$ cat config.mk
export PLATFORM = sky130hd
export DESIGN_NAME = gate_bist_ctrl
export DESIGN_NICKNAME = d
export VERILOG_FILES = /design/src/rtl/gate_test_pkg.sv /design/src/rtl/gate_expected_lut.sv /design/src/rtl/gate_bist_ctrl.sv
export SDC_FILE = /design/constraint.sdc
export NUM_CORES = 1
export LEC_CHECK = 0
export CAP_MARGIN = 0
export CORE_MARGIN = 2
export CORE_UTILIZATION = 45
export DETAILED_ROUTE_END_ITERATION = 8
export PLACE_DENSITY_LB_ADDON = 0.3
export REMOVE_ABC_BUFFERS = 1
export SYNTH_ARGS = -nofsm -noshare
export SYNTH_HDL_FRONTEND = slang
export SYNTH_SLANG_ARGS = --single-unit
$ cat constraint.sdc
create_clock -name clk -period 6.2 [get_ports clk]
set_input_delay 0.62 -clock clk [delete_from_list [all_inputs] [get_ports clk]]
set_output_delay 0.62 -clock clk [all_outputs]
set_load 0.02 [all_outputs]
$ cat src/rtl/gate_test_pkg.sv
// gate_test_pkg: shared FSM state type, gate bit positions and expected gate-output vectors
package gate_test_pkg;
  typedef enum logic [1:0] {IDLE, DRIVE, CHECK, DONE} state_t;
  localparam int G_AND  = 0;
  localparam int G_OR   = 1;
  localparam int G_NOT  = 2;
  localparam int G_NAND = 3;
  localparam int G_NOR  = 4;
  localparam int G_XOR  = 5;
  localparam int G_XNOR = 6;
  function automatic logic [6:0] gate_vec(input logic x, input logic y);
    logic [6:0] v;
    v         = '0;
    v[G_AND]  = x & y;
    v[G_OR]   = x | y;
    v[G_NOT]  = ~x;
    v[G_NAND] = ~(x & y);
    v[G_NOR]  = ~(x | y);
    v[G_XOR]  = x ^ y;
    v[G_XNOR] = ~(x ^ y);
    return v;
  endfunction
  // Resolve to 7'h5C, 7'h2E, 7'h2A, 7'h43
  localparam logic [6:0] EXP_00 = gate_vec(1'b0, 1'b0);
  localparam logic [6:0] EXP_01 = gate_vec(1'b0, 1'b1);
  localparam logic [6:0] EXP_10 = gate_vec(1'b1, 1'b0);
  localparam logic [6:0] EXP_11 = gate_vec(1'b1, 1'b1);
endpackage

$ cat src/rtl/gate_expected_lut.sv
// gate_expected_lut: maps an {a,b} vector to the expected seven gate outputs
module gate_expected_lut
  import gate_test_pkg::*;
(
  input  logic [1:0] i_vec,
  output logic [6:0] o_exp
);
  always_comb o_exp = i_vec == 2'b00 ? EXP_00 : i_vec == 2'b01 ? EXP_01 : i_vec == 2'b10 ? EXP_10 : EXP_11;
endmodule

$ cat src/rtl/gate_bist_ctrl.sv
// gate_bist_ctrl: drives every {a,b} combination into the gate block and checks its seven outputs
module gate_bist_ctrl
  import gate_test_pkg::*;
#(
  parameter int SETTLE_CYCLES = 2,
  parameter int LOOPS         = 1,
  parameter int CNT_W         = 8
) (
  input  logic             clk,
  input  logic             rst_n,
  input  logic             start,
  output logic             a,
  output logic             b,
  input  logic [6:0]       gate_out,
  output logic             busy,
  output logic             done,
  output logic             pass,
  output logic [CNT_W-1:0] err_cnt,
  output logic [1:0]       fail_vec,
  output logic [6:0]       fail_mask
);
  localparam int SW = SETTLE_CYCLES > 1 ? $clog2(SETTLE_CYCLES) : 1;
  localparam int LW = LOOPS > 1 ? $clog2(LOOPS) : 1;
  state_t           r_state;
  logic [1:0]       r_vec;
  logic [1:0]       r_fail_vec;
  logic [SW-1:0]    r_settle;
  logic [LW-1:0]    r_loop;
  logic             r_a;
  logic             r_b;
  logic             r_done;
  logic             r_pass;
  logic [CNT_W-1:0] r_err_cnt;
  logic [6:0]       r_fail_mask;
  logic [6:0]       w_exp;
  logic [6:0]       w_mis;
  logic             w_settled;
  logic             w_last;
  gate_expected_lut u_lut (.i_vec(r_vec), .o_exp(w_exp));
  assign w_mis     = gate_out ^ w_exp;
  assign w_settled = r_settle == SW'(SETTLE_CYCLES - 1);
  assign w_last    = r_vec == 2'd3 && r_loop == LW'(LOOPS - 1);
  assign a         = r_a;
  assign b         = r_b;
  assign busy      = r_state == DRIVE || r_state == CHECK;
  assign done      = r_done;
  assign pass      = r_pass;
  assign err_cnt   = r_err_cnt;
  assign fail_vec  = r_fail_vec;
  assign fail_mask = r_fail_mask;
  always_ff @(posedge clk) begin
    if (!rst_n) begin
      r_state     <= IDLE;
      r_vec       <= '0;
      r_settle    <= '0;
      r_loop      <= '0;
      r_a         <= 1'b0;
      r_b         <= 1'b0;
      r_done      <= 1'b0;
      r_pass      <= 1'b0;
      r_err_cnt   <= '0;
      r_fail_vec  <= '0;
      r_fail_mask <= '0;
    end else begin
      r_done <= 1'b0;
      case (r_state)
        IDLE: if (start) begin
          r_state     <= DRIVE;
          r_vec       <= '0;
          r_loop      <= '0;
          r_settle    <= '0;
          r_err_cnt   <= '0;
          r_pass      <= 1'b0;
          r_fail_vec  <= '0;
          r_fail_mask <= '0;
        end
        DRIVE: begin
          {r_a, r_b} <= r_vec;
          r_settle   <= r_settle + 1'b1;
          if (w_settled) r_state <= CHECK;
        end
        CHECK: begin
          // err_cnt is still zero only until the first mismatch of the run
          if (|w_mis) begin
            if (!(&r_err_cnt)) r_err_cnt <= r_err_cnt + 1'b1;
            if (r_err_cnt == '0) begin
              r_fail_vec  <= r_vec;
              r_fail_mask <= w_mis;
            end
          end
          if (w_last) r_state <= DONE;
          else begin
            r_state  <= DRIVE;
            r_settle <= '0;
            r_vec    <= r_vec + 1'b1;
            if (r_vec == 2'd3) r_loop <= r_loop + 1'b1;
          end
        end
        DONE: begin
          r_done  <= 1'b1;
          r_pass  <= r_err_cnt == '0;
          r_state <= IDLE;
        end
        default: r_state <= IDLE;
      endcase
    end
  end
endmodule

* Yosys cells after proc, flatten, opt, wreduce, memory -nomap -nowiden
Cells that the tools add are included.
Storage, ports and cells: bits of input ports 10, register bits after elaboration 27, output and inout port bits 22, word-level logic and storage cells 76
Cells by class: add/subtract/negate cells 4, bitwise operators 2, eq/ne operators 13, mux-type cells 29, reduce and logical (&&, ||, !) cells 17
Operators by type and width (count):
- $mux W7 | 6
- $mux W8 | 3
- $pmux W8 S2 | 1
- $mux W2 | 7
- $pmux W7 S2 | 1
- $reduce_and A4 Y1 | 3
- $ne A2 B2 Y1 const B | 5
- $add A8 B1 Y8 const B | 1
- $eq A2 B2 Y1 const B | 4
- $logic_not A8 Y1 | 1
- $pmux W2 S2 | 2
- $pmux W2 S4 | 1
- $reduce_and A8 Y1 | 1
- $reduce_or A7 Y1 | 1
- $xor A7 B7 Y7 | 1
- $reduce_and A3 Y1 | 2
- $mux W1 | 5
- $eq A2 B1 Y1 const B | 2
- $logic_not A2 Y1 | 2
- $ne A2 B1 Y1 const B | 2
- $pmux W1 S2 | 2
- $reduce_and A2 Y1 | 2
- $reduce_bool A2 Y1 | 2
- $pmux W1 S3 | 1
- 6 further kinds | 7

* Longest topological paths before layout
Gate-level depths: netlist (run 1).
word-level depth 8, depth in mapped cells 9, mapped depth without buffers 7

* Cells and area by module
Synthesis (run 1) repeated with hierarchy kept, for this count alone.
Second synthesis, totals: cells, all modules 169, area, all modules 1480.2 um^2
Modules (own cells, without submodules):
- gate_bist_ctrl | cells an instance 158, instances 1, sequential area each 540.5 um^2, area each 1392.6 um^2
- gate_expected_lut | cells an instance 11, instances 1, sequential area each 0.0 um^2, area each 87.6 um^2

* Least setup slack after synthesis (run 1)
Ideal clock, no wire load.
kind register -> register, start point register r_vec[0], end point register r_fail_mask[0] (netlist: fail_mask[0]), buffers on the path 1, slack 4.195 ns, clock period less this slack 2.005 ns, library setup time 0.075 ns, cell stages (with the launch flop) 9, arrival time 1.930 ns, data required time 6.125 ns, cells stage by stage dfxtp_1 -> inv_1 -> ha_1 -> nor3b_1 -> o211ai_1 -> o31a_4 -> o21a_1 -> buf_6 -> o22ai_2
On the way: longest elaborated chain between the ends 8, elaborated cells between the ends (all ways) 13, classes of those cells 3 x eq/ne; 6 x mux; 1 x bitwise; 3 x reduce/logical
RTL lines:
- start, declared | RTL line gate_bist_ctrl.sv:25 | logic [1:0] r_vec;
- start signal, assigned | RTL line gate_bist_ctrl.sv:95 | r_vec <= r_vec + 1'b1;
- $eq A2 B2 Y1 | RTL line gate_expected_lut.sv:8 | always_comb o_exp = i_vec == 2'b00 ? EXP_00 : i_vec == 2'b01 ? EXP_01 : i_vec == 2'b10 ? EXP_10 : EXP_11;
- $mux W7 (2 in series) | RTL line gate_expected_lut.sv:8
- $mux W7 * | RTL line gate_expected_lut.sv:8
- $xor A7 B7 Y7 * | RTL line gate_bist_ctrl.sv:40 | assign w_mis = gate_out ^ w_exp;
- $reduce_or A7 Y1 or $mux W7 (tied branches) | RTL line gate_bist_ctrl.sv:84, gate_bist_ctrl.sv:86
- $ne A2 B1 Y1 (no source line) or $mux W7 (tied branches)
- $reduce_and A4 Y1 (no source line) or $pmux W7 S2 (tied branches)
- end signal, assigned | RTL line gate_bist_ctrl.sv:88 | r_fail_mask <= w_mis;
- end, declared | RTL line gate_bist_ctrl.sv:34 | logic [6:0] r_fail_mask;
Mark *: on every way between the ends. The rest lies on a longest branch, timed or not. The select of a mux whose other input is x is not followed. A chain may end at the register's enable or synchronous reset.

* Final worst setup path (run 1)
start point register r_state[0], end point register r_fail_vec[1] (netlist: fail_vec[1])
On the way: longest elaborated chain between the ends 3, elaborated cells between the ends (all ways) 8, classes of those cells 4 x eq/ne; 1 x mux; 3 x reduce/logical
RTL lines:
- start, declared | RTL line gate_bist_ctrl.sv:24 | state_t r_state;
- start signal, assigned | RTL line gate_bist_ctrl.sv:53 | r_state <= IDLE;
- start signal, assigned | RTL line gate_bist_ctrl.sv:68 | r_state <= DRIVE;
- start signal, assigned | RTL line gate_bist_ctrl.sv:80 | if (w_settled) r_state <= CHECK;
- $eq A2 B2 Y1 or $logic_not A2 Y1 (tied branches) | RTL line gate_bist_ctrl.sv:66 | case (r_state)
- $ne A2 B1 Y1 (no source line), or another cell as far along
- $reduce_and A4 Y1 (no source line)
- end signal, assigned | RTL line gate_bist_ctrl.sv:87 | r_fail_vec <= r_vec;
- end, declared | RTL line gate_bist_ctrl.sv:26 | logic [1:0] r_fail_vec;
Several ways; a longest one is shown, not always the timed one.

==> results of run 1 <==
==> worst min-delay path, delay by kind of cell, from the launching register on <==
kind             cells  cell delay [ns]
flip-flops           1             0.34
AO/OA/AOI/OAI        1             0.06
AND/OR/NAND/NOR      1             0.05
==> synthesized netlist by cell type, types with 2 or more instances <==
library cell	instances	share of area [%]
dfxtp_1	27	35
nand2_1	20	4.9
ha_1	10	8.1
inv_1	8	1.9
nand3_1	7	2.3
nor2_1	7	1.7
o21ai_0	7	2.3
a21oi_1	6	1.9
o32ai_1	5	2.8
xor2_1	5	2.8
a211oi_1	4	1.9
buf_6	4	2.9
and3_1	3	1.2
clkbuf_1	3	0.73
nand4_1	3	1.2
nor2b_1	3	1.2
o22ai_1	3	1.2
o31ai_1	3	1.5
o32ai_2	3	3.2
xnor2_1	3	1.7
a32oi_1	2	1.1
and2_1	2	0.81
and3b_1	2	1.1
mux2i_1	2	1.3
nor3b_1	2	0.97
o21a_1	2	0.97
==> cell families after synthesis <==
kind of cell               count (synthesis)
DFF                                       27
buffers and inverters                     17
AOI/OAI and AO/OA                         45
adders and majority gates                 10
muxes                                      2
xor gates and xnor gates                   8
and+or+nand+nor                           57
==> worst max path at each step <==
stage                        end  slack [ns]  cells past startpoint
floorplan           fail_mask[0]        4.11                      7
global placement      err_cnt[3]        3.47                      4
detailed placement    err_cnt[3]        3.38                      4
CTS                 fail_mask[1]        3.56                      7
global route        fail_mask[1]        3.35                      7
finish               fail_vec[1]        3.60                      7
==> final cells by class <==
cell class / count / area share (%)
multi-input cells: 122 / 48.25
inverters: 8 / 1.611
repair buffers: 31 / 16.64
clock buffers: 4 / 1.409
flip-flops and latches: 27 / 28.99
well taps: 46 / 3.087
==> per-layer routing <==
metal / GRT usage (%) / vias up / wire [um]
met3: 3.964 / 2 / 98
met5: 0 / - / 0
met2: 29.57 / 22 / 1574
met1: 22.30 / 659 / 1546
met4: 2.778 / 0 / 13
li1: - / 664 / -
==> registers in the layout, summed over array words and instances, names as in the netlist <==
| register | count |
|---|---|
| r_vec | 2 |
| r_state | 2 |
| err_cnt | 8 |
| b | 1 |
| r_loop | 1 |
| done | 1 |
| pass | 1 |
| r_settle | 1 |
| a | 1 |
| fail_mask | 7 |
| fail_vec | 2 |
==> where the power goes <==
group | internal [mW] | total (mW) | switching [mW]
registers | 0.185 | 0.195 | 0.00967
logic | 0.0766 | 0.189 | 0.112
clock network | 0.0252 | 0.0760 | 0.0508
total | 0.287 | 0.459 | 0.173
==> Flow_metrics.wiki, run 1 <==
{| class="wikitable"
! Metric !! Value
|-
| Result of the run || complete, no violations
|-
| Post-route minimum period || 2.598 ns
|-
| Height of the die || 62.60 um
|-
| CTS tree || built
|-
| Total placed cells including tap cells || 234
|-
| # H-tree levels || 1
|-
| Wire length of the first global-routing pass || 5575 um
|-
| Antenna diode instance count || 0
|-
| Final cell area excluding filler cells || 1864 um^2
|-
| Clock latency of the later-clocked register in the worst-skew pair || 0.33 ns
|-
| Adder-cell share of the synthesized area || 8.097%
|-
| Placed cell areas || 1838 um^2
|-
| Boundary Pins || 32
|-
| Layout area overhead || 20.65%
|-
| Depth of the most critical reg-to-reg path || 7
|-
| Placeable core region || 3311 um^2
|-
| Dominant combinational cell family by area after synthesis || compound AO/OA/AOI/OAI gates
|-
| Register clock-pin slew on the reported worst setup and hold paths || 0.15 ns
|-
| Post-Syn Instances || 166
|-
| Max cap viols || 0
|-
| Post-synthesis instance area || 1545 um^2
|-
| Final total negative setup slack || 0 ns
|-
| Initial cell density of the core || 46.67%
|-
| Worst setup path startpoint || r_state[0]
|-
| Quantity of gates resized following cts || 0
|-
| Number of distinct library cells after synthesis || 46
|-
| Overall routing resource usage || 17.18%
|-
| Hold-critical path endpoint || fail_mask[2]
|-
| Hold crit path type || flop to flop
|-
| Family with the most delay on the worst path || compound AO/OA/AOI/OAI gates
|-
| Final weighted congestion of routability-driven global placement || 0.8050
|-
| Fraction of the mapped netlist area in compound gates || 23.08%
|-
| Fraction of synthesized area in multiplexers || 1.296%
|-
| Proportion of register bits with asynchronous set or reset after synthesis || 0%
|-
| Kind of end point of the critical path || flop
|-
| Post-layout worst setup margin || 3.602 ns
|-
| Slowest cell delay on critical path || 0.61 ns
|-
| Area of combinational cells with multiple inputs || 899.6 um^2
|-
| Count of final hold-check violations || 0
|-
| Detail-routed via count per cell || 5.660
|-
| Register bit total from synthesis || 27
|-
| Overall via count from detail_route || 1347
|-
| Worst Hold Launch || fail_mask[2]
|-
| Main flop type after synthesis || dfxtp_1
|-
| Setup Viol. Count Final || 0
|-
| Critical path required time || 6.39 ns
|-
| Critical path's slowest cell || ha_1
|-
| Count of input and output buffers || 31
|-
| Chip width || 62.60 um
|-
| Lkg Pwr || 0.6535 nW
|-
| Critical R2R Launch || r_state[0]
|-
| Fraction of layout instances using a drive strength above 1 || 6.771%
|-
| Initial antenna violation count || 0
|-
| Portion of the post-synthesis area used by sequential elements || 34.98%
|-
| Worst-Margin Slew || 0.6832 ns
|-
| Estimated wirelength of the detail-placed design || 2355 um
|-
| Reg2reg end || fail_vec[1]
|-
| Starting DRT DRC Count || 111
|-
| Final Hold Slack || 0.4869 ns
|-
| Cts hold-fix bufs || 0
|-
| Root Buffer Master || clkbuf_4
|-
| Residual antenna-violating net count after detailed routing || 0
|-
| First-pass iteration count of the detailed router || 4
|-
| Final design utilization || 56.31%
|-
| Tcrit/Tclk final || 41.90%
|-
| Register-to-register setup slack || 3.60 ns
|-
| Critical path start-end classification || flop to flop
|-
| Highest-count cells in the layout ignoring fill and taps || 31 x clkdlybuf4s50_1, 27 x dfxtp_1, 20 x nand2_1, 10 x ha_1, 8 x inv_1
|-
| Arrival time worst endpoint || 2.79 ns
|-
| Total grt overflow || 0
|-
| Post-Synth XOR/XNOR Area || 4.534%
|-
| Nets@finish || 213
|-
| Total number of yosys warnings || 0
|-
| Cell Pwr Density || 246.5 nW/um^2
|-
| Cell depth of the worst min-delay path || 2
|-
| Post-CTS setup buffer count || 0
|-
| Total buffers and inverters traversed by the critical path || 2
|-
| Via count of the first global-routing pass || 1262
|-
| Cells along the critical path || inv_1, ha_1, inv_1, o21ai_0, o31a_4, o21a_1, o32ai_1
|-
| Overall routed net length || 3233 um
|-
| Slew headroom || 54.45%
|-
| Number of flops mapped to enable cells by yosys || 0
|-
| Layout fillers || 309
|-
| Total Die Area || 3919 um^2
|-
| Routed len/inst || 13.58 um
|-
| Maximum buffer depth of the clock tree || 2
|-
| Clock tree sinks || 27
|-
| RSZ-0062 raised after global routing || no
|-
| Achievable clock frequency || 0.3849 GHz
|-
| Cell repeated most along the worst path || inv_1
|-
| PnR Total Power || 0.4595 mW
|-
| Final Skew || 0.01456 ns
|-
| Max VDD drop || 0.1518 mV
|-
| Count of final max-slew check failures || 0
|-
| Synth Area per Inst || 9.309 um^2
|-
| Maximum fanout along the worst path || 18
|-
| Pre-CTS WS || 3.384 ns
|-
| CP Launch Type || flop
|-
| Placement row count || 21
|-
| Commonest non-fill, non-tap cell in the layout || clkdlybuf4s50_1
|-
| TritonCTS buffer count || 3
|-
| Non-filler cells in the finished layout || 238
|-
| Simple-Gate Fraction of Synth Area || 21.21%
|-
| Sequential standard cell area || 540.5 um^2
|-
| Maximum number of pins on one net before global-route repair || 21
|-
| DRC violation count after routing || 0
|}
(Power assumes the default switching activity.)
==> run 2: changes to the inputs <==
==> constraint.sdc (replaced) <==
create_clock -name clk -period 2.5 [get_ports clk]
set_input_delay 0.25 -clock clk [delete_from_list [all_inputs] [get_ports clk]]
set_output_delay 0.25 -clock clk [all_outputs]
set_load 0.02 [all_outputs]
==> run 2 against run 1 <==
  * Non-clock buffer count grew 4
  * Routed wire length grew 8.5%
  * Worst hold slack gained 0.0048 ns
  * Global-route usage grew 2.3 points
  * First-iteration DRC count shrank 13%
  * Critical path depth is the same
  * Sequential power grew 150%
  * Maximum frequency grew 12%
  * Die area is the same
  * Setup slack lost 3.4 ns
  * Highest routed layer unchanged
==> Flow_metrics.wiki, run 2 (synthesis gave the netlist of run 1 again) <==
{| class="wikitable"
! Metric !! Value
|-
| Antenna diode instance count || 0 (unchanged)
|-
| Critical Path Stages || 7 (unchanged)
|-
| Post-layout worst setup margin || 0.1720 ns (was 3.602 ns)
|-
| Total Die Area || 3919 um^2 (unchanged)
|-
| Slew headroom || 69.17% (was 54.45%)
|-
| Final Hold Slack || 0.4917 ns (was 0.4869 ns)
|-
| Clock latency of the later-clocked register in the worst-skew pair || 0.33 ns (about the same)
|-
| Count of final hold-check violations || 0 (unchanged)
|-
| Flip-flop count of the largest register after layout || 8 (unchanged)
|-
| Nets@finish || 217 (was 213)
|-
| Height of the die || 62.60 um (unchanged)
|-
| Count of input and output buffers || 31 (unchanged)
|-
| Initial antenna violation count || 0 (unchanged)
|-
| Achievable clock frequency || 0.4295 GHz (was 0.3849 GHz)
|-
| Detail-routed via count per cell || 5.554 (was 5.660)
|-
| Arrival time worst endpoint || 2.56 ns (was 2.79 ns)
|-
| Cts hold-fix bufs || 0 (unchanged)
|-
| Placeable core region || 3311 um^2 (unchanged)
|-
| Overall routed net length || 3509 um (was 3233 um)
|-
| Total grt overflow || 0 (unchanged)
|-
| Post-route minimum period || 2.328 ns (was 2.598 ns)
|-
| Maximum buffer depth of the clock tree || 2 (unchanged)
|-
| Initial cell density of the core || 46.67% (unchanged)
|-
| Most crowded layer after global routing || met2 (unchanged)
|-
| Root Buffer Master || clkbuf_4 (unchanged)
|-
| Starting DRT DRC Count || 97 (was 111)
|-
| Part of the total power dissipated in sequential elements || 42.0% (was 42.4%)
|-
| Met3 Use GR || 3.784% (was 3.964%)
|-
| Wire length of the first global-routing pass || 6258 um (was 5575 um)
|-
| Worst-Margin Slew || 0.4589 ns (was 0.6832 ns)
|-
| Maximum fanout along the worst path || 17 (was 18)
|-
| Sw frac || 37.55% (was 37.54%)
|-
| Family with the most delay on the worst path || compound AO/OA/AOI/OAI gates (unchanged)
|-
| Overall via count from detail_route || 1344 (was 1347)
|-
| Overall routing resource usage || 19.49% (was 17.18%)
|-
| RSZ-0062 raised after global routing || no (unchanged)
|-
| Net switching power || 0.4327 mW (was 0.1725 mW)
|-
| Boundary Pins || 32 (unchanged)
|-
| DRC violation count after routing || 0 (unchanged)
|-
| Final Skew || 0.006909 ns (was 0.01456 ns)
|-
| Routed len/inst || 14.50 um (was 13.58 um)
|-
| CTS tree || built (unchanged)
|-
| PnR Total Power || 1.152 mW (was 0.4595 mW)
|-
| Max VDD drop || 0.3486 mV (was 0.1518 mV)
|-
| Critical path required time || 2.73 ns (was 6.39 ns)
|-
| Pre-CTS WS || 0.1390 ns (was 3.384 ns)
|-
| Critical R2R Launch || r_vec[1] (was r_state[0])
|-
| Highest-count cells in the layout ignoring fill and taps || 31 x clkdlybuf4s50_1, 26 x dfxtp_1, 20 x nand2_1, 10 x ha_1, 8 x inv_1 (was 31 x clkdlybuf4s50_1, 27 x dfxtp_1, 20 x nand2_1, 10 x ha_1, 8 x inv_1)
|-
| Critical path's slowest cell || o31a_4 (was ha_1)
|-
| Critical path start-end classification || flop to flop (unchanged)
|-
| Combinational power share || 41.7% (was 41.0%)
|-
| Residual antenna-violating net count after detailed routing || 0 (unchanged)
|-
| Estimated wirelength of the detail-placed design || 2606 um (was 2355 um)
|-
| Via count of the first global-routing pass || 1312 (was 1262)
|-
| Final weighted congestion of routability-driven global placement || 0.8541 (was 0.8050)
|-
| CP Launch Type || flop (unchanged)
|-
| Clock tree sinks || 27 (unchanged)
|-
| Cell depth of the worst min-delay path || 1 (was 2)
|-
| Tcrit/Tclk final || 93.12% (was 41.90%)
|-
| Kind of end point of the critical path || flop (unchanged)
|-
| TritonCTS buffer count || 3 (unchanged)
|-
| # H-tree levels || 1 (unchanged)
|-
| Lkg Pwr || 0.6731 nW (was 0.6535 nW)
|-
| Commonest non-fill, non-tap cell in the layout || clkdlybuf4s50_1 (unchanged)
|-
| Count of final max-slew check failures || 0 (unchanged)
|-
| Worst setup path startpoint || r_vec[1] (was r_state[0])
|-
| Global-route met2 utilization || 35.75% (was 29.57%)
|-
| Result of the run || complete, no violations (unchanged)
|-
| Final total negative setup slack || 0 ns (unchanged)
|-
| Hold crit path type || flop to flop (unchanged)
|-
| Cell Pwr Density || 607.9 nW/um^2 (was 246.5 nW/um^2)
|-
| Max cap viols || 0 (unchanged)
|-
| Total buffers and inverters traversed by the critical path || 1 (was 2)
|-
| Chip width || 62.60 um (unchanged)
|-
| Layout area overhead || 22.67% (was 20.65%)
|-
| Internal cell power || 0.7196 mW (was 0.2870 mW)
|-
| Placement row count || 21 (unchanged)
|-
| Register clock-pin slew on the reported worst setup and hold paths || 0.13 ns (was 0.15 ns)
|-
| GR met1 Demand/Resource || 23.46% (was 22.30%)
|-
| Depth of the most critical reg-to-reg path || 7 (unchanged)
|-
| Portion of total power attributed to the clock network || 16.3% (was 16.5%)
|-
| Fraction of layout instances using a drive strength above 1 || 9.184% (was 6.771%)
|-
| Worst Hold Launch || r_loop (was fail_mask[2])
|-
| Slowest cell delay on critical path || 0.46 ns (was 0.61 ns)
|-
| First-pass iteration count of the detailed router || 4 (unchanged)
|-
| Maximum number of pins on one net before global-route repair || 21 (unchanged)
|-
| Setup Viol. Count Final || 0 (unchanged)
|-
| Cells along the critical path || inv_1, ha_1, nor3b_1, o211ai_1, o31a_4, o21a_1, o32ai_1 (was inv_1, ha_1, inv_1, o21ai_0, o31a_4, o21a_1, o32ai_1)
|}
-- run 2: cell types whose count changed in the layout (fill, tap and decap cells not counted), sizes merged --
cell / delta
buf: +4
-- run 2: cell type report --
type / count / area [um^2]
inverters: 8 / 30.03
clock buffers: 4 / 26.28
multi-input cells: 122 / 899.6
well taps: 46 / 57.56
repair buffers: 35 / 340.3
flip-flops and latches: 27 / 541.8
fillers: 303 / 1415
-- run 2: worst paths after layout --
path	to	slack (ns)
setup / recovery	fail_vec[1]	0.17
hold / removal	r_loop	0.49
setup reg to reg	fail_vec[1]	0.17
hold reg to reg	r_loop	0.49
-- run 2: repair_timing --
| action | 4_1_cts | 5_1_grt |
|---|---|---|
| endpoints found under the setup margin | 0 | 10 |
| resized for setup | 0 | 1 |
| endpoints found under the hold margin | 0 | 0 |
| buffers inserted | 0 | 0 |
-- run 2: metal layers --
metal | wire, um | part of all wire, % | vias to the layer above
li1 | - | - | 674
met1 | 1487 | 42 | 622
met2 | 1815 | 52 | 40
met3 | 134 | 3.8 | 8
met4 | 70 | 2.0 | 0
met5 | 0 | 0 | -
-- run 2: power groups by stage --
stage,combinational [mW],clock (mW),sequential (mW)
detailed placement,0.479,0,0.492
floorplan,0.329,0,0.500
global route,0.540,0.220,0.489
CTS,0.481,0.199,0.483
finish,0.480,0.188,0.484
global placement,0.465,0,0.491
-- run 2: worst reg2reg max path, delay by kind of cell (launching register included) --
family	cells	cell delay (ns)
compound gates	4	1.09
fa+ha+maj	1	0.36
buf+inv	1	0.10
flops	1	0.44
simple gates	1	0.24
-- run 2: stage by stage --
step / std cells / utilization, % / instance area (um^2)
6_report: 242 / 57.26 / 1896
4_1_cts: 242 / 57.22 / 1894
5_1_grt: 242 / 57.26 / 1896
3_5_place_dp: 238 / 56.42 / 1868
2_1_floorplan: 157 / - / 1470
3_3_place_gp: 238 / 56.42 / 1868
==> run 3: changes to the inputs <==
--- a/config.mk
+++ b/config.mk
@@ -7,10 +7,9 @@
 export LEC_CHECK = 0
 export CAP_MARGIN = 0
 export CORE_MARGIN = 2
-export CORE_UTILIZATION = 45
+export CORE_UTILIZATION = 50
 export DETAILED_ROUTE_END_ITERATION = 8
 export PLACE_DENSITY_LB_ADDON = 0.3
-export REMOVE_ABC_BUFFERS = 1
 export SYNTH_ARGS = -nofsm -noshare
 export SYNTH_HDL_FRONTEND = slang
 export SYNTH_SLANG_ARGS = --single-unit
==> run 3 against run 2 <==
  * Worst hold slack worse by 0.0038 ns
  * Design area fell by 0.86%
  * Maximum frequency up 1.2%
  * Sequential power is essentially flat
  * Setup slack gained 0.028 ns
  * First-iteration DRC count down 14%
  * Critical path depth unchanged
  * Clock power grew 4%
  * Core utilization grew 5.3 points
  * Critical path type unchanged
  * Largest cell class unchanged
  * Highest routed layer unchanged
==> Flow_metrics.wiki, run 3 (synthesis gave the netlist of run 1 again) <==
{| class="wikitable"
! Metric !! Value
|-
| Result of the run || complete, no violations (unchanged)
|-
| Post-route minimum period || 2.301 ns (was 2.328 ns)
|-
| Final total negative setup slack || 0 ns (unchanged)
|-
| Via count of the first global-routing pass || 1297 (was 1312)
|-
| Clock latency of the later-clocked register in the worst-skew pair || 0.33 ns (about the same)
|-
| CP Launch Type || flop (unchanged)
|-
| Count of input and output buffers || 31 (unchanged)
|-
| Arrival time worst endpoint || 2.51 ns (was 2.56 ns)
|-
| Slowest cell delay on critical path || 0.45 ns (was 0.46 ns)
|-
| Chip width || 59.59 um (was 62.60 um)
|-
| Lkg Pwr || 0.6731 nW (unchanged)
|-
| Max cap viols || 0 (unchanged)
|-
| Cell Pwr Density || 621.7 nW/um^2 (was 607.9 nW/um^2)
|-
| DRC violation count after routing || 0 (unchanged)
|-
| CTS tree || built (unchanged)
|-
| Quantity of gates resized following cts || 0 (unchanged)
|-
| Clock tree sinks || 27 (unchanged)
|-
| Starting DRT DRC Count || 83 (was 97)
|-
| TritonCTS buffer count || 3 (unchanged)
|-
| Root Buffer Master || clkbuf_4 (unchanged)
|-
| Syn Nets || 186
|-
| Residual antenna-violating net count after detailed routing || 0 (unchanged)
|-
| Initial antenna violation count || 0 (unchanged)
|-
| Maximum fanout along the worst path || 17 (unchanged)
|-
| Flip-flop count of the largest register after layout || 8 (unchanged)
|-
| Critical path start-end classification || flop to flop (unchanged)
|-
| First-pass iteration count of the detailed router || 5 (was 4)
|-
| Initial cell density of the core || 51.46% (was 46.67%)
|-
| Highest-count cells in the layout ignoring fill and taps || 31 x clkdlybuf4s50_1, 26 x dfxtp_1, 20 x nand2_1, 10 x ha_1, 8 x inv_1 (unchanged)
|-
| Boundary Pins || 32 (unchanged)
|-
| RSZ-0062 raised after global routing || no (unchanged)
|-
| Antenna diode instance count || 0 (unchanged)
|-
| Total Die Area || 3551 um^2 (was 3919 um^2)
|-
| Estimated wirelength of the detail-placed design || 2532 um (was 2606 um)
|-
| Post-CTS setup buffer count || 0 (unchanged)
|-
| Worst-Margin Slew || 0.4845 ns (was 0.4589 ns)
|-
| Placement row count || 20 (was 21)
|-
| Layout area overhead || 21.62% (was 22.67%)
|-
| Final Hold Slack || 0.4879 ns (was 0.4917 ns)
|-
| Count of final hold-check violations || 0 (unchanged)
|-
| Setup Viol. Count Final || 0 (unchanged)
|-
| Commonest non-fill, non-tap cell in the layout || clkdlybuf4s50_1 (unchanged)
|-
| Overall routing resource usage || 21.39% (was 19.49%)
|-
| Height of the die || 59.59 um (was 62.60 um)
|-
| Hold crit path type || flop to flop (unchanged)
|-
| Nets@finish || 217 (unchanged)
|-
| Routed len/inst || 15.41 um (was 14.50 um)
|-
| Kind of end point of the critical path || flop (unchanged)
|-
| Max VDD drop || 0.3000 mV (was 0.3486 mV)
|-
| Tcrit/Tclk final || 92.02% (was 93.12%)
|-
| Cells along the critical path || inv_1, ha_1, and3b_1, o211ai_1, o31a_4, o21a_1, o32ai_1 (was inv_1, ha_1, nor3b_1, o211ai_1, o31a_4, o21a_1, o32ai_1)
|-
| PnR Total Power || 1.168 mW (was 1.152 mW)
|-
| Register clock-pin slew on the reported worst setup and hold paths || 0.14 ns (was 0.13 ns)
|-
| Count of final max-slew check failures || 0 (unchanged)
|-
| Total grt overflow || 0 (unchanged)
|-
| Wire length of the first global-routing pass || 5844 um (was 6258 um)
|-
| Placeable core region || 3003 um^2 (was 3311 um^2)
|-
| # H-tree levels || 1 (unchanged)
|-
| Fraction of layout instances using a drive strength above 1 || 9.184% (unchanged)
|-
| Final Skew || 0.01123 ns (was 0.006909 ns)
|-
| Detail-routed via count per cell || 5.987 (was 5.554)
|-
| Critical path's slowest cell || dfxtp_1 (was o31a_4)
|-
| Overall via count from detail_route || 1371 (was 1344)
|-
| Cts hold-fix bufs || 0 (unchanged)
|-
| Maximum buffer depth of the clock tree || 2 (unchanged)
|-
| Achievable clock frequency || 0.4347 GHz (was 0.4295 GHz)
|-
| Register-to-register setup slack || 0.20 ns (was 0.17 ns)
|-
| Overall routed net length || 3530 um (was 3509 um)
|-
| Slew headroom || 67.45% (was 69.17%)
|-
| Critical path required time || 2.71 ns (was 2.73 ns)
|-
| Final weighted congestion of routability-driven global placement || 0.8312 (was 0.8541)
|-
| Maximum number of pins on one net before global-route repair || 19 (was 21)
|}
## run 3: cell counts in the layout (fill, tap and decap cells not counted)
No cell type changed its count.
## run 3: per-stage QoR
step	worst slack [ns]	utilization [%]	cell area [um^2]	std cells
final	0.1995	62.58	1879	229
after global routing	0.01106	62.58	1879	229
after CTS	0.1665	62.54	1878	229
after detailed placement	0.1880	61.67	1852	225
after global placement	0.3081	61.67	1852	225
after floorplan	0.4950	-	1545	166
## run 3: final timing paths
path / startpoint / end / cells after the start
worst max-delay path: r_vec[1] / fail_vec[1] / 7
worst min-delay path: fail_vec[0] / fail_vec[0] / 2
worst max register to register: r_vec[1] / fail_vec[1] / 7
worst min register to register: fail_vec[0] / fail_vec[0] / 2
## run 3: power breakdown
| part | internal, mW | switching [mW] | leakage (nW) |
|---|---|---|---|
| clock | 0.0626 | 0.133 | 0.0150 |
| combinational | 0.198 | 0.291 | 0.440 |
| sequential | 0.460 | 0.0239 | 0.219 |
## run 3: layout make-up
cell class              instances  area (um^2)
multi-input cells             122        899.6
inverters                       8        30.03
flip-flops and latches         27        541.8
well taps                      33        41.29
fillers                       254         1124
repair buffers                 35        340.3
clock buffers                   4        26.28
## run 3: worst max-delay path: cells and delay by family, from the launching register on
family,cells,cell delay [ns]
buf+inv,1,0.11
simple gates,1,0.21
fa+ha+maj,1,0.36
compound gates,4,1.06
flops,1,0.45
## run 3: metal layers
metal  track usage (%)  share of wire, %
met1             29.34                46
met2             33.59                45
met3             3.057               6.6
met4             8.889               1.6
met5                 0                 0
